[config.mk]
export PLATFORM = sky130hd
export DESIGN_NAME = lbus_regfile
export DESIGN_NICKNAME = d
export VERILOG_FILES = /design/src/rtl/lbus_regfile.sv
export SDC_FILE = /design/constraint.sdc
export NUM_CORES = 1
export LEC_CHECK = 0
export BUFFER_PORTS_ARGS = -buffer_cell sky130_fd_sc_hd__clkbuf_2
export CORE_ASPECT_RATIO = 0.9
export CORE_UTILIZATION = 45
export CTS_BUF_LIST = sky130_fd_sc_hd__clkbuf_4 sky130_fd_sc_hd__clkbuf_8
export DETAILED_ROUTE_END_ITERATION = 10
export PLACE_DENSITY = 0.81
export SYNTH_ARGS = -nofsm -noshare
export SYNTH_HDL_FRONTEND = slang
export SYNTH_SLANG_ARGS = --single-unit
export TNS_END_PERCENT = 30
[constraint.sdc]
create_clock -name clk -period 2.7 [get_ports clk]
set_clock_uncertainty 0.2 [all_clocks]
set_input_delay 0.27 -clock clk [delete_from_list [all_inputs] [get_ports clk]]
set_output_delay 0.27 -clock clk [all_outputs]
set_load 0.01 [all_outputs]
[src/rtl/lbus_regfile.sv]
// LBUS register bank: ID/scratch/ctrl, W1C irq status with mask, optional hw-to-host byte FIFO (LBUS_REGFILE_FIFO_EN).
// rdata is combinational from address; writes, pushes and pops land at clk; irq is registered from status & mask.
module lbus_regfile #(
    parameter logic [15:0] BASE_ADDR  = 16'h0000,
    parameter logic [7:0]  ID_VALUE   = 8'hA5,
    parameter int          FIFO_DEPTH = 8
) (
    input  logic        clk,
    input  logic        reset_n,
    input  logic [15:0] address,
    input  logic        wr_en,
    input  logic [7:0]  wdata,
    input  logic        rd_en,
    output logic [7:0]  rdata,
    input  logic [6:0]  evt,
    input  logic        push_valid,
    input  logic [7:0]  push_data,
    output logic        fifo_full,
    output logic [7:0]  ctrl,
    output logic        irq
);

    logic [15:0] off;
    logic [7:0]  scratch_q, scratch_d;
    logic [7:0]  ctrl_q, ctrl_d;
    logic [7:0]  status_q, status_d;
    logic [7:0]  mask_q, mask_d;
    logic        irq_q, irq_d;
    logic        ovf;
    logic [7:0]  fifo_level;
    logic [7:0]  fifo_head;

    // Addresses below BASE_ADDR wrap to huge offsets and fall into the unmapped default.
    assign off = address - BASE_ADDR;

`ifdef LBUS_REGFILE_FIFO_EN
    localparam int AW = $clog2(FIFO_DEPTH);
    localparam logic [AW:0] DEPTH_C = FIFO_DEPTH[AW:0];

    logic [7:0]    mem_q [FIFO_DEPTH];
    logic [AW-1:0] wr_ptr_q, wr_ptr_d;
    logic [AW-1:0] rd_ptr_q, rd_ptr_d;
    logic [AW:0]   count_q, count_d;
    logic          rd_hit, rd_hit_q;
    logic          empty, full, do_pop, do_push;

    assign rd_hit = rd_en && (off == 16'd6);
    assign empty  = (count_q == '0);
    assign full   = (count_q == DEPTH_C);
    // Pop on the falling edge of a FIFO_DATA read so the master has already sampled the head.
    assign do_pop  = rd_hit_q && !rd_hit && !empty;
    assign do_push = push_valid && (!full || do_pop);
    assign ovf     = push_valid && full && !do_pop;

    always_comb begin
        wr_ptr_d = wr_ptr_q;
        rd_ptr_d = rd_ptr_q;
        count_d  = count_q;
        if (do_push) wr_ptr_d = wr_ptr_q + 1'b1;
        if (do_pop)  rd_ptr_d = rd_ptr_q + 1'b1;
        case ({do_push, do_pop})
            2'b10:   count_d = count_q + 1'b1;
            2'b01:   count_d = count_q - 1'b1;
            default: count_d = count_q;
        endcase
        fifo_level        = '0;
        fifo_level[AW:0]  = count_q;
        fifo_head         = empty ? 8'h00 : mem_q[rd_ptr_q];
    end

    always_ff @(posedge clk) begin
        if (do_push) mem_q[wr_ptr_q] <= push_data;
    end

    always_ff @(posedge clk or negedge reset_n) begin
        if (!reset_n) begin
            wr_ptr_q <= '0;
            rd_ptr_q <= '0;
            count_q  <= '0;
            rd_hit_q <= 1'b0;
        end else begin
            wr_ptr_q <= wr_ptr_d;
            rd_ptr_q <= rd_ptr_d;
            count_q  <= count_d;
            rd_hit_q <= rd_hit;
        end
    end

    assign fifo_full = full;
`else
    logic unused_fifo;

    assign unused_fifo = ^{push_valid, push_data, rd_en} ^ (FIFO_DEPTH == 0);
    assign ovf         = 1'b0;
    assign fifo_level  = 8'h00;
    assign fifo_head   = 8'h00;
    assign fifo_full   = 1'b1;
`endif

    always_comb begin
        scratch_d = scratch_q;
        ctrl_d    = ctrl_q;
        mask_d    = mask_q;
        if (wr_en) begin
            case (off)
                16'd1:   scratch_d = wdata;
                16'd2:   ctrl_d    = wdata;
                16'd4:   mask_d    = wdata;
                default: ;
            endcase
        end
        // Sets are OR-ed in after the clear so a coincident event wins over W1C.
        status_d = (status_q & ~((wr_en && off == 16'd3) ? wdata : 8'h00)) | {ovf, evt};
        irq_d    = |(status_q & mask_q);
    end

    always_ff @(posedge clk or negedge reset_n) begin
        if (!reset_n) begin
            scratch_q <= 8'h00;
            ctrl_q    <= 8'h00;
            status_q  <= 8'h00;
            mask_q    <= 8'h00;
            irq_q     <= 1'b0;
        end else begin
            scratch_q <= scratch_d;
            ctrl_q    <= ctrl_d;
            status_q  <= status_d;
            mask_q    <= mask_d;
            irq_q     <= irq_d;
        end
    end

    always_comb begin
        case (off)
            16'd0:   rdata = ID_VALUE;
            16'd1:   rdata = scratch_q;
            16'd2:   rdata = ctrl_q;
            16'd3:   rdata = status_q;
            16'd4:   rdata = mask_q;
            16'd5:   rdata = fifo_level;
            16'd6:   rdata = fifo_head;
            default: rdata = 8'h00;
        endcase
    end

    assign ctrl = ctrl_q;
    assign irq  = irq_q;

endmodule

# Word level (Yosys, flattened, before mapping)
# Cells that the tools add are included.
# word_totals
register_bits	33
input_bits	44
out_inout_bits	18
wordCells	21
# op_classes
n_eq_ne	4
n_mux	2
n_bitwise	4
n_reduce_logical	6
# op_table
op	count
case mux 8 bit (5 select lines)	1
equality test 16 x 2 -> 1 bit, second input constant	2
bitwise AND 8 bit	2
equality test 16 x 1 -> 1 bit, second input constant	1
equality test 16 x 3 -> 1 bit, second input constant	1
zero test 16 bit	1
2-to-1 mux 8 bit	1
NOT 8 bit	1
OR 8 x 7 -> 8 bit	1
OR reduction 8 bit	1
AND reduction 2 bit	3
logical AND 1 bit	1

# Longest topological paths before layout
# Gate-level depths: netlist of the first run.
# logic_depth
depth_word	6
ltp_mapped	6
mapped_depth_nobuf	4

# Worst setup path before layout of the first run
# No wires, ideal clock.
# synth_timing
path_kind	input to output
start	in address[5]
end	out rdata[0]
arrival_ns	1.752
required_ns	2.230
path_slack_ns	0.478
path_stages	4
path_buffers	0
cell_sequence	or4_4 -> nor4b_1 -> a32oi_1 -> o21ai_0
# synth_between
elab_chain_len	2
word_cells_on_any_way	6
classes_between	eq/ne (4); mux (1); reduce/logical (1)
# synth_rtl
element	line_no	text
from (decl)	10	input logic [15:0] address,
equality test 16 x 3 -> 1 bit, or another cell as far along	134	case (off)
case mux 8 bit (5 select lines) *	134	
to (decl)	14	output logic [7:0] rdata,
# Every way passes the cells marked *; elsewhere a longest branch is shown, timed or not.

# Final worst setup path of the first run
# Same ends and word-level chain as after synthesis.

==> results of run 1 <==
per-layer routing:
metal	vias to the layer above	GRT usage, %
met1	672	29.5
met2	46	42.1
li1	635	-
met3	9	9.16
met4	0	9.73
met5	-	0
how the worst max path moves through the flow:
stage	from	end	slack, ps
after floorplan	address[5]	rdata[0]	480
after global placement	address[5]	rdata[5]	210
after detailed placement	address[5]	rdata[0]	190
after CTS	address[5]	rdata[0]	190
after global routing	address[5]	rdata[0]	80
final	address[5]	rdata[0]	140
cell type report:
| type | instances | area (sq um) |
|---|---|---|
| Clock buffer | 8 | 91.3 |
| Fill cell | 290 | 1270 |
| Multi-Input combinational cell | 90 | 806 |
| Sequential cell | 33 | 826 |
| Tap cell | 44 | 55.1 |
| Timing Repair Buffer | 68 | 405 |
per-stage QoR:
| stage | worst slack (ps) | utilization [%] | cell area, sq um | std cells |
|---|---|---|---|---|
| after floorplan | 478 | - | 1670 | 129 |
| after global placement | 211 | 58.3 | 2010 | 227 |
| after detailed placement | 190 | 58.3 | 2010 | 227 |
| after CTS | 194 | 63.2 | 2180 | 243 |
| after global routing | 77.5 | 63.2 | 2180 | 243 |
| final | 136 | 63.2 | 2180 | 243 |
critical path, cell delays in order:
cell and delay, ps:
clkbuf_2 80, or4_4 580, nor3_4 310, nand3_1 350
o21ai_0 330, clkbuf_2 180
kinds of logic after synthesis:
logic type      Yosys count  synth area share (%)
compound gates           28                  12.0
other cells               1                 0.225
mux                      32                  22.8
flops                    33                  49.5
buf+inv                   6                  2.25
simple gates             29                  13.3
state kept, by name, summed over array words and instances (netlist names):
register   flops
ctrl           8
mask_q         8
scratch_q      8
status_q       8
irq            1
power by group:
group          internal, mW  leakage (nW)  switching, mW
clock network         0.213        0.0498          0.172
registers             0.495         0.425       0.000100
logic                0.0357         0.612         0.0397
total                 0.743          1.09          0.211
what timing repair did:
item                      4_1_cts  5_1_grt
hold endpoints to repair       40        0
buffers inserted                0        0
hold buffers                    8        0
cell usage in the layout (no fill, tap or decap), drive strengths merged, types with 3 or more instances in the layout:
cell,instances
dlygate4sd3,8
mux2i,8
o21ai,6
mux2,24
nand2b,4
a22oi,6
a32oi,6
a21o,7
or4,3
clkbuf,58
buf,10
nand3,8
dfrtp,33
==> out/qor.csv, run 1 <==
stage,metric,value,unit
yosys,synth_warnings,0,
timing,setup_viol,0,
setup_path,crit_path_start_kind,input pin,
place,place.gp.congestion,0.873,
detailed_routing,drc,0,
place,hpwl,3150,um
detailed_routing,via_per_inst,5.60,
setup_path,cp_max_fo,8,
global_routing,grt_overflow_total,0,
timing,hold_ws,34.5,ps
detailed_routing,ant_nets,0,
timing,min_period,2560,ps
detailed_routing,wl_per_cell,17.4,um
pwr,power.density,437,nW/um^2
die,coreArea,3450,sq um
yosys,syn_area,1670,sq um
die,pin_count,62,
clock_tree,cts_buffers,5,
clock_tree,htreeDepth,2,
die,die-area,3960,sq um
pwr,p_leak,1.09,nW
detailed_routing,routed_wl,4240,um
finish,antennaDiodeCount,0,
timing,timing.fmax,390,MHz
clock_tree,clkSlewWorstSetupHoldPaths,60,ps
timing,hold_viol,0,
yosys,synth_common_cells,"dfrtp_1, mux2_2, mux2_4, mux2i_1, nand3_1",
pwr,total_power,0.955,mW
worst_hold_path,hold_end,status_q[7],
clock_tree,ctsResizeCount,0,
timing,report.final.slew_viol_count,0,
clock_tree,cts_buffer_depth,2,
die,initial_utilization,48.3,%
yosys,synth_top_area_share,49.5,%
yosys,seq_area_frac_synth,49.5,%
yosys,synth_top_cell_by_area,dfrtp_1,
run,drv_cap,0,
global_routing,grt_pass1_wl,7070,um
finish,area_growth,30.8,%
run_status,status,completed,
timing,relSlewSlack,44.5,%
yosys,synth_edf_count,0,
timing,rsz0062_at_grt,no,
finish,layout-drive-gt1-share,49.7,%
yosys,ys_ff_latch,33,
detailed_routing,routed-via-count,1362,
die,die_h,59.8,um
setup_path,rrSetupSlack,1600,ps
worst_hold_path,hold_depth,2,
yosys,synth_flop_cell,dfrtp_1,
global_routing,grt_max_degree,34,
finish,final_nets,242,
timing,min_period_over_period,95.0,%
setup_path,r2r-end,irq,
yosys,syn_inst,129,
setup_path,rr_worst_depth,2,
timing,tightest_slew,833,ps
setup_path,worstSetupEndpointType,output port,
setup_path,cp.required,2230,ps
clock_tree,cts-root-buf,clkbuf_8,
yosys,syn_avg_cell_area,12.9,sq um
worst_hold_path,hp-class,in -> reg,
pwr,ir_drop,0.000353,V
global_routing,antenna_found_initial,0,
setup_path,worstSetupPathType,in -> out,
yosys,syn_nets,173,
detailed_routing,drt_pass1_iterations,5,
yosys,ys_types,30,
global_routing,grt_pass1_vias,1481,
detailed_routing,wl_met2,2130,um
yosys,yosys.cell_count.top_type,dfrtp_1,
detailed_routing,dr.first_iter.drc_count,49,
detailed_routing,top_layer,met4,
yosys,async_flop_share,100,%
yosys,synthTopCellsByArea,"dfrtp_1, mux2_2, mux2_4",
setup_path,r2r-start,status_q[6],
place,io_buffers,50,
worst_hold_path,min-delay-start,wdata[7],
clock_tree,insertion_delay,290,ps
die,die_x,66.2,um
setup_path,crit_arrival,2090,ps
detailed_routing,wirelength_met1,1760,um
timing,setup_tns,0,ps
clock_tree,cts_tree,yes,
clock_tree,clock-sinks,33,
detailed_routing,wl_met3,267,um
die,rows,20,
global_routing,grt_use_total,25.1,%
Power figures use the tool's default switching activity.
==> run 2: changes to the inputs <==
--- a/config.mk
+++ b/config.mk
@@ -10,7 +10,7 @@
 export CORE_UTILIZATION = 45
 export CTS_BUF_LIST = sky130_fd_sc_hd__clkbuf_4 sky130_fd_sc_hd__clkbuf_8
 export DETAILED_ROUTE_END_ITERATION = 10
-export PLACE_DENSITY = 0.81
+export PLACE_DENSITY = 0.84
 export SYNTH_ARGS = -nofsm -noshare
 export SYNTH_HDL_FRONTEND = slang
 export SYNTH_SLANG_ARGS = --single-unit
==> constraint.sdc (replaced) <==
create_clock -name clk -period 2.24 [get_ports clk]
set_clock_uncertainty 0.2 [all_clocks]
set_input_delay 0.224 -clock clk [delete_from_list [all_inputs] [get_ports clk]]
set_output_delay 0.224 -clock clk [all_outputs]
set_load 0.1 [all_outputs]
==> out/qor.csv, run 2 (same netlist as run 1, synthesis figures left out) <==
stage,metric,value,unit,change
timing,rsz0062_at_grt,yes,,
timing,min_period_over_period,102,%,
die,coreArea,3450,sq um,unchanged
setup_path,critPathMaxStageDelay,580,ps,about the same
timing,report.final.slew_viol_count,0,,unchanged
clock_tree,cts_buffer_depth,2,,unchanged
clock_tree,cts-root-buf,clkbuf_8,,
worst_hold_path,min-delay-start,wdata[3],,
timing,min_period,2290,ps,
setup_path,worstSetupPathType,in -> out,,
setup_path,crit_family,simple AND/OR/NAND/NOR gates,,
global_routing,grt_use_total,26.7,%,+1.6 points
global_routing,grt_pass1_vias,1507,,+1.8%
die,die_h,59.8,um,unchanged
place,io_buffers,50,,unchanged
die,initial_utilization,48.3,%,unchanged
clock_tree,insertion_delay,290,ps,about the same
run,drv_cap,0,,unchanged
detailed_routing,via_per_inst,5.83,,+4.0%
run_status,violations,negative setup slack,,
clock_tree,htreeDepth,2,,unchanged
finish,antennaDiodeCount,0,,unchanged
run_status,status,"finished, violations left",,
setup_path,rrSetupSlack,1140,ps,-460 ps
detailed_routing,drc,0,,unchanged
timing,setup_viol,7,,+7
finish,n_fill_cell,232,,-20%
detailed_routing,routed-via-count,1445,,+6.1%
detailed_routing,ant_nets,0,,unchanged
timing,tightest_slew,812,ps,-20.9 ps
pwr,ir_drop,0.000318,V,-9.7%
timing,finalWorstSetupSlack,-54.4,ps,-190 ps
finish,multi_input_area,921,sq um,+14%
pwr,p_leak,1.18,nW,+8.7%
setup_path,timing.critical_path.buf_inv,2,,unchanged
detailed_routing,drt_pass1_iterations,4,,-1
timing,timing.fmax,436,MHz,
pwr,power.density,470,nW/um^2,+7.6%
finish,area_growth,48.4,%,
finish,layout_commonest_cell,clkbuf_2,,
setup_path,r2r-end,irq,,
setup_path,crit_arrival,1870,ps,-220 ps
detailed_routing,wl_per_cell,18.7,um,+7.3%
place,place.gp.congestion,0.809,,-7.4%
place,hpwl,3120,um,-1.0%
worst_hold_path,hold_depth,2,,unchanged
setup_path,crit_path_start_kind,input pin,,
finish,regArea,826,sq um,unchanged
setup_path,r2r-start,mask_q[3],,
die,die-area,3960,sq um,unchanged
place,preCtsSetupSlack,-80.2,ps,-270 ps
worst_hold_path,hold_end,ctrl[3],,
clock_tree,cts_tree,yes,,
timing,setup_tns,-188,ps,-188 ps
die,pin_count,62,,unchanged
global_routing,grt_overflow_total,0,,unchanged
finish,mostFrequentLayoutCells,"clkbuf_2, dfrtp_1, mux2_2, buf_4",,
setup_path,cp_max_fo,4,,-4
worst_hold_path,hp-class,in -> reg,,
detailed_routing,dr.first_iter.drc_count,71,,+45%
finish,layout-drive-gt1-share,55.4,%,+5.6 points
setup_path,cp_cell_sequence,clkbuf_2 -> or4_4 -> or3_2 -> o22ai_4 -> buf_12,,
setup_path,cp.required,1820,ps,-410 ps
detailed_routing,routed_wl,4640,um,+9.6%
die,rows,20,,unchanged
setup_path,cpMaxStageDelayCell,or4_4,,
timing,hold_viol,0,,unchanged
global_routing,grt_max_degree,34,,unchanged
clock_tree,clkSlewWorstSetupHoldPaths,60,ps,about the same
timing,relSlewSlack,45.9,%,+1.4 points
clock_tree,cts_buffers,5,,unchanged
clock_tree,clock-sinks,33,,unchanged
setup_path,rr_worst_depth,2,,unchanged
global_routing,grt_pass1_wl,7460,um,+5.6%
setup_path,worstSetupEndpointType,output port,,
global_routing,antenna_found_initial,0,,unchanged
die,die_x,66.2,um,unchanged
finish,final_nets,248,,+2.5%
timing,hold_ws,18.8,ps,-15.7 ps
[run 2: cell types whose count changed in the layout (fill, tap and decap cells not counted), sizes merged]
cell         delta
buf            +13
clkbuf          -9
dlygate4sd3     +1
[run 2: cell type report]
class	instances	share of cell area (%)
Sequential cell	33	33.3
Multi-Input combinational cell	90	37.2
Timing Repair Buffer	74	23.6
Tap cell	44	2.22
Clock buffer	7	3.64
[run 2: metal layers]
layer / wire (um) / share of wire [%] / vias to the layer above / track usage (%)
met1: 1950 / 42 / 713 / 34.4
li1: - / - / 649 / -
met2: 2270 / 49 / 68 / 42.4
met4: 139 / 3.0 / 0 / 14.9
met3: 277 / 6.0 / 15 / 5.34
met5: 0 / 0 / - / 0
[run 2: worst max-delay path by stage]
| stage | from | endpoint | slack (ps) | cells after the start |
|---|---|---|---|---|
| after floorplan | address[5] | rdata[6] | -210 | 4 |
| after global placement | address[5] | rdata[4] | -50 | 5 |
| after detailed placement | address[5] | rdata[6] | -80 | 7 |
| after CTS | address[9] | rdata[6] | -70 | 7 |
| after global routing | address[6] | rdata[6] | -110 | 7 |
| final | address[6] | rdata[4] | -50 | 5 |
[run 2: repair_timing]
| action | 4_1_cts | 5_1_grt |
|---|---|---|
| pin swaps | 1 | 2 |
| buffers inserted | 1 | 0 |
| hold endpoints to repair | 41 | 0 |
| hold buffers | 9 | 0 |
| endpoints found under the setup margin | 8 | 8 |
| gates resized for setup | 1 | 0 |
[run 2: where the power goes]
group	internal (mW)	switching (mW)	total (mW)
logic	0.0446	0.0624	0.107
registers	0.596	0.000127	0.596
clock network	0.256	0.207	0.462
total	0.896	0.269	1.17
[run 2: metrics by stage]
stage | area [sq um] | util (%) | total power [mW] | std cells
finish | 2480 | 71.7 | 1.17 | 248
global route | 2480 | 71.7 | 1.21 | 248
detailed placement | 2280 | 66.1 | 0.700 | 231
global placement | 2280 | 66.1 | 0.695 | 231
CTS | 2480 | 71.7 | 1.17 | 248
floorplan | 1780 | - | 0.645 | 129
